===== src/rtl/mmio_pkg.sv =====
// Shared constants for the MMIO responder: address map, interrupt vectors, STATUS layout.
// Latency: n/a (constants only).
// Backpressure: n/a.
package mmio_pkg;

  localparam logic [63:0] ADDR_ART    = 64'h0000_0000_8000_0000;
  localparam logic [63:0] ADDR_STATUS = 64'h0000_0000_8000_0008;
  localparam logic [63:0] ADDR_KEY    = 64'h0000_0000_8000_0010;

  localparam logic [3:0] IRQ_NONE = 4'd0;
  localparam logic [3:0] IRQ_KEY  = 4'd1;

  // STATUS register layout
  localparam int ST_RX_NONEMPTY  = 0;
  localparam int ST_TX_FULL      = 1;
  localparam int ST_RX_OVERFLOW  = 2;
  localparam int ST_RX_COUNT_LSB = 8;
  localparam int ST_TX_COUNT_LSB = 16;
  localparam int ST_COUNT_W      = 4;

endpackage


===== src/rtl/mmio_irq_responder_if.sv =====
// Bundle of keyboard, TX byte stream, core bus and interrupt signals for the MMIO responder.
// Latency: n/a (wiring only).
// Backpressure: kbd_ready / tx_ready carry the valid-ready handshakes.
// Ports: master = core/board side, slave = responder.
interface mmio_irq_responder_if;
  logic        kbd_valid;
  logic [7:0]  kbd_data;
  logic        kbd_ready;
  logic        tx_valid;
  logic [7:0]  tx_data;
  logic        tx_ready;
  logic [63:0] bus_address;
  logic [63:0] bus_write_data;
  logic        bus_write_enable;
  logic        bus_read_enable;
  logic [63:0] bus_read_data;
  logic [3:0]  interrupt_vector;
  logic        interrupt_done;

  modport master (
    output kbd_valid, kbd_data, tx_ready, bus_address, bus_write_data,
           bus_write_enable, bus_read_enable, interrupt_done,
    input  kbd_ready, tx_valid, tx_data, bus_read_data, interrupt_vector
  );

  modport slave (
    input  kbd_valid, kbd_data, tx_ready, bus_address, bus_write_data,
           bus_write_enable, bus_read_enable, interrupt_done,
    output kbd_ready, tx_valid, tx_data, bus_read_data, interrupt_vector
  );
endinterface


===== src/rtl/sync_fifo.sv =====
// Single-clock FIFO with extra-MSB pointers; head is the oldest entry (0 when empty).
// Latency: a pushed word is visible at head one cycle after the push edge.
// Backpressure: push is ignored when full unless a pop happens on the same edge.
// Ports: clk, reset (async active-low), push/din, pop, full, empty, count, head.
module sync_fifo #(
  parameter int WIDTH = 8,
  parameter int DEPTH = 8,
  localparam int AW = $clog2(DEPTH),
  localparam int PW = AW + 1
) (
  input  logic             clk,
  input  logic             reset,
  input  logic             push,
  input  logic [WIDTH-1:0] din,
  input  logic             pop,
  output logic             full,
  output logic             empty,
  output logic [AW:0]      count,
  output logic [WIDTH-1:0] head
);

  logic [WIDTH-1:0] mem [DEPTH];
  logic [AW:0]      wr_ptr;
  logic [AW:0]      rd_ptr;
  logic             do_push;
  logic             do_pop;

  // Same slot index with differing wrap bits means the writer lapped the reader.
  assign full  = (wr_ptr[AW] != rd_ptr[AW]) && (wr_ptr[AW-1:0] == rd_ptr[AW-1:0]);
  assign empty = (wr_ptr == rd_ptr);
  assign count = wr_ptr - rd_ptr;
  assign head  = empty ? '0 : mem[rd_ptr[AW-1:0]];

  assign do_pop  = pop && !empty;
  // A pop on the same edge frees the slot, so a full FIFO can still take a push.
  assign do_push = push && (!full || do_pop);

  always_ff @(posedge clk or negedge reset) begin
    if (!reset) begin
      wr_ptr <= '0;
      rd_ptr <= '0;
    end else begin
      if (do_push) wr_ptr <= wr_ptr + PW'(1);
      if (do_pop)  rd_ptr <= rd_ptr + PW'(1);
    end
  end

  // Storage needs no reset: stale contents are unreachable once the pointers clear.
  always_ff @(posedge clk) begin
    if (do_push) mem[wr_ptr[AW-1:0]] <= din;
  end

endmodule


===== src/rtl/mmio_irq_responder.sv =====
// MMIO responder: keyboard RX FIFO with key interrupt, STATUS/KEY reads, ART writes to a TX byte stream.
// Latency: zero-wait combinational reads; interrupt_vector registered one cycle behind FIFO state.
// Backpressure: kbd_ready drops when RX is full (extra bytes set overflow); ART writes to a full TX FIFO are dropped.
// Ports: clk, reset (async active-low), io (mmio_irq_responder_if.slave: kbd, tx, bus, interrupt).
module mmio_irq_responder
  import mmio_pkg::*;
#(
  parameter int KEY_DEPTH = 8,
  parameter int TX_DEPTH  = 8,
  parameter int HOLDOFF   = 2
) (
  input  logic clk,
  input  logic reset,
  mmio_irq_responder_if.slave io
);

  localparam int RAW = $clog2(KEY_DEPTH);
  localparam int TAW = $clog2(TX_DEPTH);
  localparam int HW  = (HOLDOFF < 1) ? 1 : $clog2(HOLDOFF + 1);

  logic           rx_full, rx_empty;
  logic [RAW:0]   rx_count;
  logic [7:0]     rx_head;
  logic           tx_full, tx_empty;
  logic [TAW:0]   tx_count;
  logic [7:0]     tx_head;

  logic           sel_art, sel_status, sel_key;
  logic           key_pop, status_rd, art_push, tx_pop;
  logic           overflow_set;
  logic           rx_overflow;
  logic [HW-1:0]  holdoff;
  logic [3:0]     irq_q;
  logic [63:0]    status_word;
  logic [63:0]    read_mux;
  logic           unused_wdata;

  assign unused_wdata = ^io.bus_write_data[63:8];

  // Full 64-bit decode so aliases above bit 31 never hit a register.
  assign sel_art    = (io.bus_address == ADDR_ART);
  assign sel_status = (io.bus_address == ADDR_STATUS);
  assign sel_key    = (io.bus_address == ADDR_KEY);

  assign key_pop   = io.bus_read_enable && sel_key && !rx_empty;
  assign status_rd = io.bus_read_enable && sel_status;
  // Full is judged before any same-edge pop, so a push into a full TX FIFO is lost.
  assign art_push  = io.bus_write_enable && sel_art && !tx_full;
  assign tx_pop    = !tx_empty && io.tx_ready;
  // A same-edge KEY pop makes room, so that byte is not an overflow.
  assign overflow_set = io.kbd_valid && rx_full && !key_pop;

  sync_fifo #(.WIDTH(8), .DEPTH(KEY_DEPTH)) u_rx_fifo (
    .clk   (clk),
    .reset (reset),
    .push  (io.kbd_valid),
    .din   (io.kbd_data),
    .pop   (key_pop),
    .full  (rx_full),
    .empty (rx_empty),
    .count (rx_count),
    .head  (rx_head)
  );

  sync_fifo #(.WIDTH(8), .DEPTH(TX_DEPTH)) u_tx_fifo (
    .clk   (clk),
    .reset (reset),
    .push  (art_push),
    .din   (io.bus_write_data[7:0]),
    .pop   (tx_pop),
    .full  (tx_full),
    .empty (tx_empty),
    .count (tx_count),
    .head  (tx_head)
  );

  always_comb begin
    status_word = '0;
    status_word[ST_RX_NONEMPTY] = !rx_empty;
    status_word[ST_TX_FULL]     = tx_full;
    status_word[ST_RX_OVERFLOW] = rx_overflow;
    status_word[ST_RX_COUNT_LSB +: ST_COUNT_W] = ST_COUNT_W'(rx_count);
    status_word[ST_TX_COUNT_LSB +: ST_COUNT_W] = ST_COUNT_W'(tx_count);
  end

  always_comb begin
    read_mux = '0;
    if (io.bus_read_enable) begin
      if (sel_status)   read_mux = status_word;
      else if (sel_key) read_mux = {56'b0, rx_head};
    end
  end

  // Sticky overflow: a new overflow on the same edge as a STATUS read survives,
  // since that read reported the old value.
  always_ff @(posedge clk or negedge reset) begin
    if (!reset)            rx_overflow <= 1'b0;
    else if (overflow_set) rx_overflow <= 1'b1;
    else if (status_rd)    rx_overflow <= 1'b0;
  end

  always_ff @(posedge clk or negedge reset) begin
    if (!reset)                  holdoff <= '0;
    else if (io.interrupt_done)  holdoff <= HW'(HOLDOFF);
    else if (holdoff != '0)      holdoff <= holdoff - HW'(1);
  end

  always_ff @(posedge clk or negedge reset) begin
    if (!reset)                               irq_q <= IRQ_NONE;
    else if (!rx_empty && (holdoff == '0))    irq_q <= IRQ_KEY;
    else                                      irq_q <= IRQ_NONE;
  end

  assign io.kbd_ready        = !rx_full;
  assign io.tx_valid         = !tx_empty;
  assign io.tx_data          = tx_head;
  assign io.bus_read_data    = read_mux;
  assign io.interrupt_vector = irq_q;

endmodule


===== src/flat_wrapper.sv =====
// flat-port wrapper written by rule: the top's interface ports become plain ports
module mmio_irq_responder_flat import mmio_pkg::*;
#(
  parameter int KEY_DEPTH = 8,
  parameter int TX_DEPTH  = 8,
  parameter int HOLDOFF   = 2
)
  (clk, reset, io_kbd_valid, io_kbd_data, io_tx_ready, io_bus_address, io_bus_write_data, io_bus_write_enable, io_bus_read_enable, io_interrupt_done, io_kbd_ready, io_tx_valid, io_tx_data, io_bus_read_data, io_interrupt_vector);
  mmio_irq_responder_if io_i ();
  input  logic clk;
  input  logic reset;
  input wire logic [$bits(io_i.kbd_valid)-1:0] io_kbd_valid;
  input wire logic [$bits(io_i.kbd_data)-1:0] io_kbd_data;
  input wire logic [$bits(io_i.tx_ready)-1:0] io_tx_ready;
  input wire logic [$bits(io_i.bus_address)-1:0] io_bus_address;
  input wire logic [$bits(io_i.bus_write_data)-1:0] io_bus_write_data;
  input wire logic [$bits(io_i.bus_write_enable)-1:0] io_bus_write_enable;
  input wire logic [$bits(io_i.bus_read_enable)-1:0] io_bus_read_enable;
  input wire logic [$bits(io_i.interrupt_done)-1:0] io_interrupt_done;
  output wire logic [$bits(io_i.kbd_ready)-1:0] io_kbd_ready;
  output wire logic [$bits(io_i.tx_valid)-1:0] io_tx_valid;
  output wire logic [$bits(io_i.tx_data)-1:0] io_tx_data;
  output wire logic [$bits(io_i.bus_read_data)-1:0] io_bus_read_data;
  output wire logic [$bits(io_i.interrupt_vector)-1:0] io_interrupt_vector;
  assign io_i.kbd_valid = io_kbd_valid;
  assign io_i.kbd_data = io_kbd_data;
  assign io_i.tx_ready = io_tx_ready;
  assign io_i.bus_address = io_bus_address;
  assign io_i.bus_write_data = io_bus_write_data;
  assign io_i.bus_write_enable = io_bus_write_enable;
  assign io_i.bus_read_enable = io_bus_read_enable;
  assign io_i.interrupt_done = io_interrupt_done;
  assign io_kbd_ready = io_i.kbd_ready;
  assign io_tx_valid = io_i.tx_valid;
  assign io_tx_data = io_i.tx_data;
  assign io_bus_read_data = io_i.bus_read_data;
  assign io_interrupt_vector = io_i.interrupt_vector;
  mmio_irq_responder #(.KEY_DEPTH(KEY_DEPTH), .TX_DEPTH(TX_DEPTH), .HOLDOFF(HOLDOFF)) u_core (.clk(clk), .reset(reset), .io(io_i));
endmodule

===== config.mk =====
export PLATFORM = sky130hd
export DESIGN_NAME = mmio_irq_responder_flat
export DESIGN_NICKNAME = d
export VERILOG_FILES = /design/src/rtl/mmio_pkg.sv /design/src/rtl/mmio_irq_responder_if.sv /design/src/rtl/sync_fifo.sv /design/src/rtl/mmio_irq_responder.sv /design/src/flat_wrapper.sv
export SDC_FILE = /design/constraint.sdc
export NUM_CORES = 1
export LEC_CHECK = 0
export BUFFER_PORTS_ARGS = -buffer_cell sky130_fd_sc_hd__buf_2
export CORE_MARGIN = 8
export CORE_UTILIZATION = 53
export CTS_BUF_LIST = sky130_fd_sc_hd__clkbuf_8
export DETAILED_ROUTE_END_ITERATION = 10
export GPL_TIMING_DRIVEN = 1
export HOLD_SLACK_MARGIN = 0.05
export PLACE_DENSITY_LB_ADDON = 0.1
export SYNTH_ARGS = -nofsm -noshare
export SYNTH_HDL_FRONTEND = slang
export SYNTH_SLANG_ARGS = --single-unit

===== constraint.sdc =====
create_clock -name clk -period 4.4 [get_ports clk]
set_input_delay 0.22 -clock clk [delete_from_list [all_inputs] [get_ports clk]]
set_output_delay 0.22 -clock clk [all_outputs]
set_load 0.01 [all_outputs]

==> flow_summary_export.csv, run 1 <==
group,metric,value,unit
power,seqPwrFrac,47.8,%
power,switching_share,29.3,%
logic_synthesis,syn_area_per_cell,15.3,µm²
logic_synthesis,ys_seq_area_share,64.6,%
grt,track_usage,18.3,%
routing,drc,0,
worst_setup_path,arrival,3.43,ns
sta,slew_viol_final,0,
clock_tree,cts_setup_buffers,0,
logic_synthesis,synth-seq-cells,148,
floorplanning,start_util,53.7,%
grt,grt_max_degree,22,
routing,vias,4026,
clock_tree,cts_sinks,148,
floorplanning,dieArea,0.0166,mm²
worst_setup_path,reg2reg_from,"u_core.u_tx_fifo.rd_ptr[2]",
logic_synthesis,netlist_area,0.00673,mm²
sta,clock_skew,0.00688,ns
worst_hold_path,whs_endpoint,"u_core.u_tx_fifo.mem[2][3]",
layout,nNetsFinal,749,
routing,wl_per_cell,18.6,µm
sta,fin_crit_sh,74.8,%
worst_setup_path,crit_path_start_kind,"flip-flop",
layout,final_util,63.5,%
clock_tree,cts_tree,"built",
clock_tree,cts_buffer_depth,2,
grt,grt_overflow,0,
placement,dp_hpwl,10100,µm
worst_setup_path,rrSetupSlack,1.11,ns
worst_setup_path,reg2reg_to,"u_core.u_tx_fifo.mem[7][4]",
worst_setup_path,critical-path-max-stage-delay,0.64,ns
logic_synthesis,synth.distinct_cells,40,
sta,tightest_slew,0.831,ns
grt,grt_pass1_vias,4213,
power,p_switching,0.00107,W
worst_setup_path,ff2ff_path_depth,8,
power,clockPowerShare,26.0,%
grt,grt_pass1_wl,22600,µm
power,combPwrFrac,26.2,%
sta,hold_violations,0,
layout,final_common_cell,"edfxtp_1",
layout,antennaDiodeCount,0,
routing,first_iter_violations,178,
clock_tree,htreeDepth,4,
sta,max_slew_margin,44.6,%
power,p_int,0.00259,W
clock_tree,clk_latency,0.43,ns
floorplanning,row_count,41,
floorplanning,ioPinCount,221,
run_status,status,"completed",
layout,final_cell_mix,"edfxtp_1 (128), buf_2 (113), conb_1 (51)",
routing,wl,14500,µm
power,ir_worst_vdd,0.477,mV
sta,rsz0062_at_grt,"false",
floorplanning,die_h,129,µm
layout,drive_above_1_share,32.8,%
worst_setup_path,critical-path-slowest-cell,"dfrtp_1",
routing,ant_nets,0,
worst_setup_path,crit_type,"reg2reg",
routing,dr.pass1.iters,5,
power,power_density,461,mW/mm²
logic_synthesis,syn_inst,439,
clock_tree,cts_root_buf,"clkbuf_8",
power,p_leak,3.08,nW
run,cap_violations,0,
worst_setup_path,worst-path-max-fanout,11,
clock_tree,cts_made_buffers,17,
layout,syn_to_final_growth,18.1,%
clock_tree,clkTransAtPathRegs,0.08,ns
floorplanning,fp.dieW,129,µm
worst_hold_path,min_path_type,"in2reg",
grt,antenna_found_initial,0,
worst_setup_path,cp_top_family,"simple AND/OR/NAND/NOR gates",
sta,fin_setup_tns,0,ns
sta,min_period,3.29,ns
floorplanning,core-area,0.0125,mm²
worst_setup_path,crit_chain,"clkinv_1 -> ha_1 -> nand3_1 -> nor2_1 -> nor3b_1 -> nand4_1 -> nor3_1 -> buf_4",
worst_hold_path,hold_start,"io_bus_write_data[3]",
placement,gp_congestion,0.762,
worst_setup_path,cp.buffers_inverters,2,
sta,finalSetupViolCount,0,
worst_setup_path,crit_required,4.54,ns
logic_synthesis,yosysWarnings,0,
routing,vias_per_cell,5.17,
worst_hold_path,hold_depth,1,
sta,clock.fmax,304,MHz
placement,portBuffers,113,
worst_setup_path,crit_path_end_kind,"flip-flop",
[cell type report]
class | count | area (µm²)
Fill cell | 962 | 4570
Sequential cell | 148 | 4340
Multi-Input combinational cell | 255 | 2050
Timing Repair Buffer | 151 | 898
Clock buffer | 17 | 234
Tap cell | 172 | 215
Clock inverter | 15 | 125
Inverter | 20 | 75.1
[power by group through the flow]
stage | sequential (W) | combinational, W | clock, W
global placement | 0.00177 | 0.000933 | 0
finish | 0.00175 | 0.000961 | 0.000952
detailed placement | 0.00178 | 0.000958 | 0
floorplan | 0.00175 | 0.000700 | 0
global route | 0.00176 | 0.00106 | 0.00104
CTS | 0.00175 | 0.000976 | 0.000983
[registers in the layout (all words and copies together), names as in the netlist]
| register | flops |
|---|---|
| u_core.holdoff | 2 |
| u_core.io.interrupt_vector | 1 |
| u_core.rx_overflow | 1 |
| u_core.u_rx_fifo.mem | 64 |
| u_core.u_rx_fifo.rd_ptr | 4 |
| u_core.u_rx_fifo.wr_ptr | 4 |
| u_core.u_tx_fifo.mem | 64 |
| u_core.u_tx_fifo.rd_ptr | 4 |
| u_core.u_tx_fifo.wr_ptr | 4 |
[stage by stage]
step	cell area (µm²)	total power [W]	setup WS (ns)	cells	hold WS, ns
4_1_cts	7940	0.00371	0.974	778	0.0543
5_1_grt	7940	0.00386	0.671	778	0.0704
3_5_place_dp	7390	0.00274	1.00	727	0.205
3_3_place_gp	7390	0.00270	1.05	727	0.201
2_1_floorplan	6920	0.00245	1.12	489	-0.0756
6_report	7940	0.00366	1.11	778	0.0755
[routing by layer]
| metal | track usage [%] | wire length (µm) | vias up |
|---|---|---|---|
| met4 | 4.28 | 109 | 0 |
| met1 | 20.8 | 5660 | 2028 |
| met3 | 5.67 | 1010 | 11 |
| met2 | 32.8 | 7720 | 120 |
| met5 | 0 | 0 | - |
| li1 | - | - | 1867 |
[kinds of logic (layout without fill, tap and decap cells)]
group	count (synthesis)	in the layout	synth area share, %
flops	148	148	64.6
simple gates	108	108	8.22
buf+inv	86	203	7.74
mux	39	39	11.8
compound gates	25	25	2.47
xor+xnor	19	19	2.47
fa+ha+maj	13	13	2.64
other cells	1	51	0.0557
[synth_stat cells, drive strengths merged]
library cell	count	area (µm²)
conb	1	3.75
dfrtp	20	500
nor2	19	71.3
a211oi	1	7.51
inv	19	71.3
nand2b	1	6.26
nor3	3	15.0
and4	2	17.5
nor4b	1	8.76
ha	11	138
o22ai	1	6.26
and2	2	13.8
edfxtp	128	3840
o32ai	1	8.76
a21boi	1	7.51
buf	58	415
fa	2	40.0
a21oi	17	85.1
nand2	37	139
mux2i	3	30.0
or2	1	6.26
nand4	6	37.5
mux4	32	721
nand3	7	40.0
a22o	1	8.76
mux2	4	45.0
clkinv	1	3.75
xor2	10	87.6
a21o	2	15.0
nor4	28	190
clkbuf	8	30.0
xnor2	9	78.8
a2111oi	1	27.5
nor3b	1	7.51
[how the worst max path moves through the flow]
stage / start / to / slack, ns / depth (start not counted)
after CTS: u_core.u_tx_fifo.rd_ptr[2] / u_core.u_tx_fifo.mem[7][5] / 0.97 / 8
after floorplan: u_core.u_tx_fifo.rd_ptr[1] / u_core.u_tx_fifo.mem[0][0] / 1.12 / 10
final: u_core.u_tx_fifo.rd_ptr[2] / u_core.u_tx_fifo.mem[7][4] / 1.11 / 8
after global routing: u_core.u_tx_fifo.rd_ptr[2] / u_core.u_tx_fifo.mem[7][5] / 0.67 / 8
after global placement: u_core.u_tx_fifo.rd_ptr[2] / u_core.u_tx_fifo.mem[7][6] / 1.05 / 8
after detailed placement: u_core.u_tx_fifo.rd_ptr[2] / u_core.u_tx_fifo.mem[7][2] / 1.00 / 8
[repair_timing]
item	CTS	global route
endpoints found under the hold margin	144	0
resized for setup	0	0
hold buffers	19	0
[worst register-to-register path, cell delays in order (launching register included)]
cell,delay [ns]
dfrtp_1,0.64
clkinv_1,0.46
ha_1,0.46
nand3_1,0.13
nor2_1,0.05
nor3b_1,0.19
nand4_1,0.40
nor3_1,0.41
buf_4,0.26
(Power assumes the default switching activity.)
==> run 2: changes to the inputs <==
--- a/config.mk
+++ b/config.mk
@@ -5,6 +5,7 @@
 export SDC_FILE = /design/constraint.sdc
 export NUM_CORES = 1
 export LEC_CHECK = 0
+export ABC_AREA = 1
 export BUFFER_PORTS_ARGS = -buffer_cell sky130_fd_sc_hd__buf_2
 export CORE_MARGIN = 8
 export CORE_UTILIZATION = 53
==> constraint.sdc (replaced) <==
create_clock -name clk -period 3.4 [get_ports clk]
set_input_delay 0.17 -clock clk [delete_from_list [all_inputs] [get_ports clk]]
set_output_delay 0.17 -clock clk [all_outputs]
set_load 0.01 [all_outputs]
==> run 2 against run 1 <==
Net effect:
- first-iteration DRC count up 58%
- total power grew 34%
- final area increased by 5.7%
- sequential power increased by 27%
- worst setup slack got worse by 0.31 ns
==> flow_summary_export.csv, run 2 <==
group,metric,value,unit
run_status,status,"completed",
sta,rsz0062_at_grt,"false",
worst_setup_path,crit_path_start_kind,"flip-flop",
layout,syn_to_final_growth,17.8,%
grt,grt_overflow,0,
layout,antennaDiodeCount,0,
grt,grt_max_degree,35,
logic_synthesis,ys_seq_area_share,60.9,%
worst_setup_path,worst-path-max-fanout,33,
floorplanning,ioPinCount,221,
layout,nNetsFinal,1002,
routing,ant_nets,0,
routing,vias_per_cell,5.06,
power,power_density,584,mW/mm²
clock_tree,cts_tree,"built",
layout,final_common_cell,"nor2_1",
logic_synthesis,synthArstFlopShare,13.5,%
sta,clock.fmax,384,MHz
worst_setup_path,crit_path_end_kind,"primary output",
placement,gp_congestion,0.802,
clock_tree,htreeDepth,4,
floorplanning,die_h,132,µm
clock_tree,cts_hold_buf,21,
sta,finalSetupViolCount,0,
sta,fin_setup_tns,0,ns
clock_tree,clk_latency,0.44,ns
floorplanning,core-area,0.0132,mm²
sta,slew_viol_final,0,
logic_synthesis,yosys-top-cells-area,"edfxtp_1 (54%), nor2_1 (8.1%), dfrtp_1 (7.0%), o21ai_0 (5.5%), buf_4 (5.5%)",
worst_setup_path,crit_type,"reg2out",
clock_tree,cts_sinks,148,
logic_synthesis,ys.flop_type,"edfxtp_1",
layout,fillers,1047,
logic_synthesis,synth.most_common_cell,"nor2_1",
sta,max_slew_margin,36.9,%
clock_tree,cts-resized-gates,0,
clock_tree,cts_buffer_depth,2,
sta,min_period,2.60,ns
floorplanning,start_util,54.1,%
routing,drc,0,
logic_synthesis,synth.distinct_cells,36,
routing,wl,16700,µm
run,cap_violations,0,
logic_synthesis,synth-seq-cells,148,
logic_synthesis,netlist_area,0.00713,mm²
logic_synthesis,synth-edff-count,128,
sta,hold_violations,0,
sta,clock_skew,0.0116,ns
grt,track_usage,19.5,%
power,p_leak,3.46,nW
placement,portBuffers,113,
layout,final_cell_mix,"nor2_1 (154), edfxtp_1 (128), buf_2 (113)",
logic_synthesis,yosysWarnings,0,
floorplanning,fp.dieW,132,µm
clock_tree,cts_root_buf,"clkbuf_8",
logic_synthesis,synth_top_area_share,53.9,%
grt,grt_pass1_wl,27100,µm
worst_setup_path,arrival,2.43,ns
grt,antenna_found_initial,0,
logic_synthesis,syn_inst,691,
logic_synthesis,synth_commonest_cells,"nor2_1 (154), edfxtp_1 (128), nand2_1 (86)",
worst_hold_path,min_path_type,"in2reg",
floorplanning,row_count,42,
power,ir_worst_vdd,0.445,mV
routing,dr.pass1.iters,5,
logic_synthesis,syn_area_per_cell,10.3,µm²
routing,vias,5234,
routing,first_iter_violations,281,
clock_tree,cts_setup_buffers,0,
logic_synthesis,synth.largest_area_cell,"edfxtp_1",
sta,tightest_slew,0.945,ns
routing,wl_per_cell,16.1,µm
floorplanning,dieArea,0.0174,mm²
placement,dp_hpwl,11400,µm
worst_setup_path,crit_required,3.23,ns
power,power.total,0.00490,W
sta,fin_crit_sh,76.6,%
clock_tree,cts_made_buffers,17,
grt,grt_pass1_vias,5263,
sta,holdWs,0.0977,ns
clock_tree,clkTransAtPathRegs,0.08,ns
layout,drive_above_1_share,22.0,%
-- run 2: cell families after synthesis --
| group | share of synthesized area (%) |
|---|---|
| DFF | 60.9 |
| and+or+nand+nor | 16.9 |
| xor gates and xnor gates | 1.70 |
| adders and majority gates | 2.49 |
| AOI/OAI and AO/OA | 9.26 |
| buffers and inverters | 8.70 |
| other | 0.0526 |
-- run 2: through the flow --
stage / cell area (µm²) / instances / utilization, % / setup WS (ns)
6_report: 8400 / 1035 / 63.7 / 0.796
2_1_floorplan: 7320 / 741 / - / 0.946
5_1_grt: 8400 / 1035 / 63.7 / 0.559
3_3_place_gp: 7810 / 982 / 59.2 / 1.29
4_1_cts: 8400 / 1035 / 63.7 / 0.762
3_5_place_dp: 7810 / 982 / 59.2 / 1.25
-- run 2: final cells by class --
class                   count  area [µm²]  share of cell area [%]
inverters                  34         128                    1.52
flip-flops and latches    148        4340                    51.7
multi-input cells         484        2350                    28.0
clock buffers              17         234                    2.79
repair buffers            161         978                    11.7
well taps                 176         220                    2.62
clock inverters            15         140                    1.67
-- run 2: critical path: stages (launching register included) --
cell     delay [ns]
dfrtp_1        0.41
inv_1          0.70
o21ai_0        0.19
o22ai_1        0.14
o21ai_0        0.10
a31oi_1        0.27
buf_2          0.19
-- run 2: metal layers --
layer	wire, µm	up-vias	global-route usage, %	part of all wire (%)
li1	-	2577	-	-
met1	6770	2486	21.7	41
met2	8610	151	34.4	52
met3	1060	20	7.01	6.4
met4	229	0	5.74	1.4
met5	0	-	0	0
-- run 2: worst paths after layout --
kind | cells after the start | slack, ns | start | endpoint
worst max-delay path | 6 | 0.80 | u_core.u_tx_fifo.rd_ptr[0] | io_tx_data[0]
min in group asynchronous | 2 | 0.24 | reset | u_core.rx_overflow
max in group asynchronous | 2 | 2.81 | reset | u_core.u_tx_fifo.wr_ptr[0]
worst min-delay path | 5 | 0.1 | io_bus_read_enable | u_core.u_rx_fifo.rd_ptr[2]
worst min register to register | 2 | 0.48 | u_core.rx_overflow | u_core.rx_overflow
worst max register to register | 11 | 1.24 | u_core.u_rx_fifo.rd_ptr[1] | u_core.u_rx_fifo.mem[3][4]
-- run 2: power breakdown --
| group | internal [W] | switching, W | total [W] | leakage [nW] |
|---|---|---|---|---|
| registers | 0.00213 | 0.0000880 | 0.00222 | 1.40 |
| clock network | 0.000642 | 0.000634 | 0.00128 | 0.187 |
| logic | 0.000524 | 0.000885 | 0.00141 | 1.88 |
==> run 3: changes to the inputs <==
==> constraint.sdc (replaced) <==
create_clock -name clk -period 2.6 [get_ports clk]
set_input_delay 0.13 -clock clk [delete_from_list [all_inputs] [get_ports clk]]
set_output_delay 0.13 -clock clk [all_outputs]
set_load 0.01 [all_outputs]
==> run 3 against run 2 <==
Net effect:
- critical path depth grew 2
- highest routed layer unchanged
- first-iteration DRC count grew 12%
- die area unchanged
- routed wire length decreased by 1.7%
- flip-flop and latch count is the same
- combinational power is 43% higher
- hold slack better by 0.096 ns
- clock skew about the same
- final cell count is 1.1% higher
- worst setup slack got worse by 0.54 ns
- sequential power rose by 29%
- via count increased by 0.29%
==> flow_summary_export.csv, run 3 (synthesis gave the netlist of run 2 again) <==
group,metric,value,unit
run_status,status,"completed",
sta,clock.fmax,426,MHz
routing,wl_per_cell,15.7,µm
sta,fin_setup_tns,0,ns
grt,track_usage,19.0,%
clock_tree,cts_made_buffers,17,
routing,wl,16400,µm
sta,hold_violations,0,
worst_setup_path,crit_path_start_kind,"flip-flop",
clock_tree,cts_tree,"built",
floorplanning,dieArea,0.0174,mm²
placement,portBuffers,113,
power,power.total,0.00656,W
clock_tree,cts_sinks,148,
worst_hold_path,min_path_type,"in2async",
layout,syn_to_final_growth,19.1,%
sta,clock_skew,0.0118,ns
routing,drc,0,
run,cap_violations,0,
power,ir_worst_vdd,0.576,mV
sta,min_period,2.35,ns
routing,vias_per_cell,5.02,
layout,final_cell_mix,"nor2_1 (154), edfxtp_1 (128), buf_2 (113)",
worst_setup_path,rrSetupSlack,0.29,ns
grt,antenna_found_initial,0,
floorplanning,core-area,0.0132,mm²
grt,grt_pass1_vias,5289,
sta,max_slew_margin,40.6,%
worst_setup_path,cp.buffers_inverters,4,
grt,grt_max_degree,38,
floorplanning,row_count,42,
sta,finalSetupViolCount,0,
layout,nNetsFinal,1013,
routing,ant_nets,0,
floorplanning,start_util,54.1,%
worst_setup_path,cp_top_family,"buffers and inverters",
worst_setup_path,crit_path_end_kind,"primary output",
power,power_density,772,mW/mm²
clock_tree,cts_buffer_depth,2,
worst_setup_path,crit_type,"reg2out",
sta,tightest_slew,0.887,ns
worst_setup_path,critical-path-max-stage-delay,0.38,ns
grt,grt_overflow,0,
clock_tree,clk_latency,0.44,ns
floorplanning,ioPinCount,221,
clock_tree,cts_root_buf,"clkbuf_8",
clock_tree,clkTransAtPathRegs,0.08,ns
layout,stdcell_count,1046,
grt,grt_pass1_wl,26400,µm
layout,final_common_cell,"nor2_1",
worst_setup_path,worst-path-max-fanout,19,
placement,gp_congestion,0.802,
layout,fillers,1053,
routing,dr.pass1.iters,4,
sta,rsz0062_at_grt,"false",
worst_setup_path,arrival,2.22,ns
placement,dp_hpwl,11500,µm
clock_tree,htreeDepth,4,
layout,drive_above_1_share,23.3,%
routing,first_iter_violations,314,
sta,holdWs,0.194,ns
layout,antennaDiodeCount,0,
worst_setup_path,crit_chain,"buf_4 -> clkinvlp_4 -> buf_4 -> o21ai_0 -> o22ai_1 -> o21ai_0 -> a31oi_1 -> buf_2",
worst_setup_path,crit_required,2.47,ns
floorplanning,die_h,132,µm
floorplanning,fp.dieW,132,µm
routing,vias,5249,
sta,fin_crit_sh,90.2,%
power,p_leak,3.50,nW
sta,slew_viol_final,0,
placement,dp.cells,985,
worst_setup_path,critical-path-slowest-cell,"dfrtp_1",
## run 3: changes by cell type in the layout (fill, tap and decap cells not counted)
cell           previous run  this run
buf_6                     0         1
buf_4                    27        35
dlygate4sd3_1            21        22
inv_6                     1         3
clkinvlp_4                2         5
clkinv_4                  2         0
inv_8                     1         0
inv_1                    32        30
clkinv_2                  1         4
clkinv_1                  6         4
## run 3: final cells by class
class	count	area, µm²	share of cell area (%)
timing repair buffer	171	1060	12.5
inverter	34	135	1.59
tap	176	220	2.59
multi-input combinational	484	2350	27.7
clock buffer	17	234	2.76
sequential	148	4340	51.2
clock inverter	15	136	1.61
timing repair inverter	1	7.51	0.0884
## run 3: routing by layer
layer	vias to the layer above	wire length, µm	global-route usage, %
met5	-	0	0
met4	0	310	7.79
met3	24	869	5.41
met2	148	8500	32.8
met1	2473	6700	21.7
li1	2604	-	-
## run 3: final timing paths
kind / to / cells past startpoint / from
max in group asynchronous: u_core.u_rx_fifo.rd_ptr[3] / 2 / reset
min in group clk: u_core.u_rx_fifo.rd_ptr[3] / 9 / io_bus_address[6]
max reg2reg: u_core.u_rx_fifo.mem[5][5] / 9 / u_core.u_rx_fifo.rd_ptr[2]
min: u_core.u_rx_fifo.rd_ptr[2] / 2 / reset
min reg2reg: u_core.rx_overflow / 2 / u_core.rx_overflow
max: io_tx_data[5] / 8 / u_core.u_tx_fifo.rd_ptr[0]
## run 3: through the flow
step           area [µm²]  utilization, %  setup slack [ns]
2_1_floorplan        7320               -             0.146
3_3_place_gp         7840            59.4             0.295
3_5_place_dp         7840            59.4             0.255
4_1_cts              8440            64.0            0.0552
5_1_grt              8490            64.4            0.0610
6_report             8490            64.4             0.254
## run 3: where the power goes
part           total (W)  leakage [nW]  internal [W]  switching [W]
logic            0.00202          1.91      0.000788        0.00123
clock network    0.00167         0.190      0.000839       0.000832
registers        0.00287          1.40       0.00279      0.0000791
total            0.00656          3.50       0.00442        0.00214
## run 3: repair_timing
action                                  CTS  global route
hold buffers                             22             0
cloned                                    1             0
gates resized for setup                   2             2
buffers inserted                          0             6
endpoints found under the hold margin   162             0
endpoints found under the setup margin    5            12
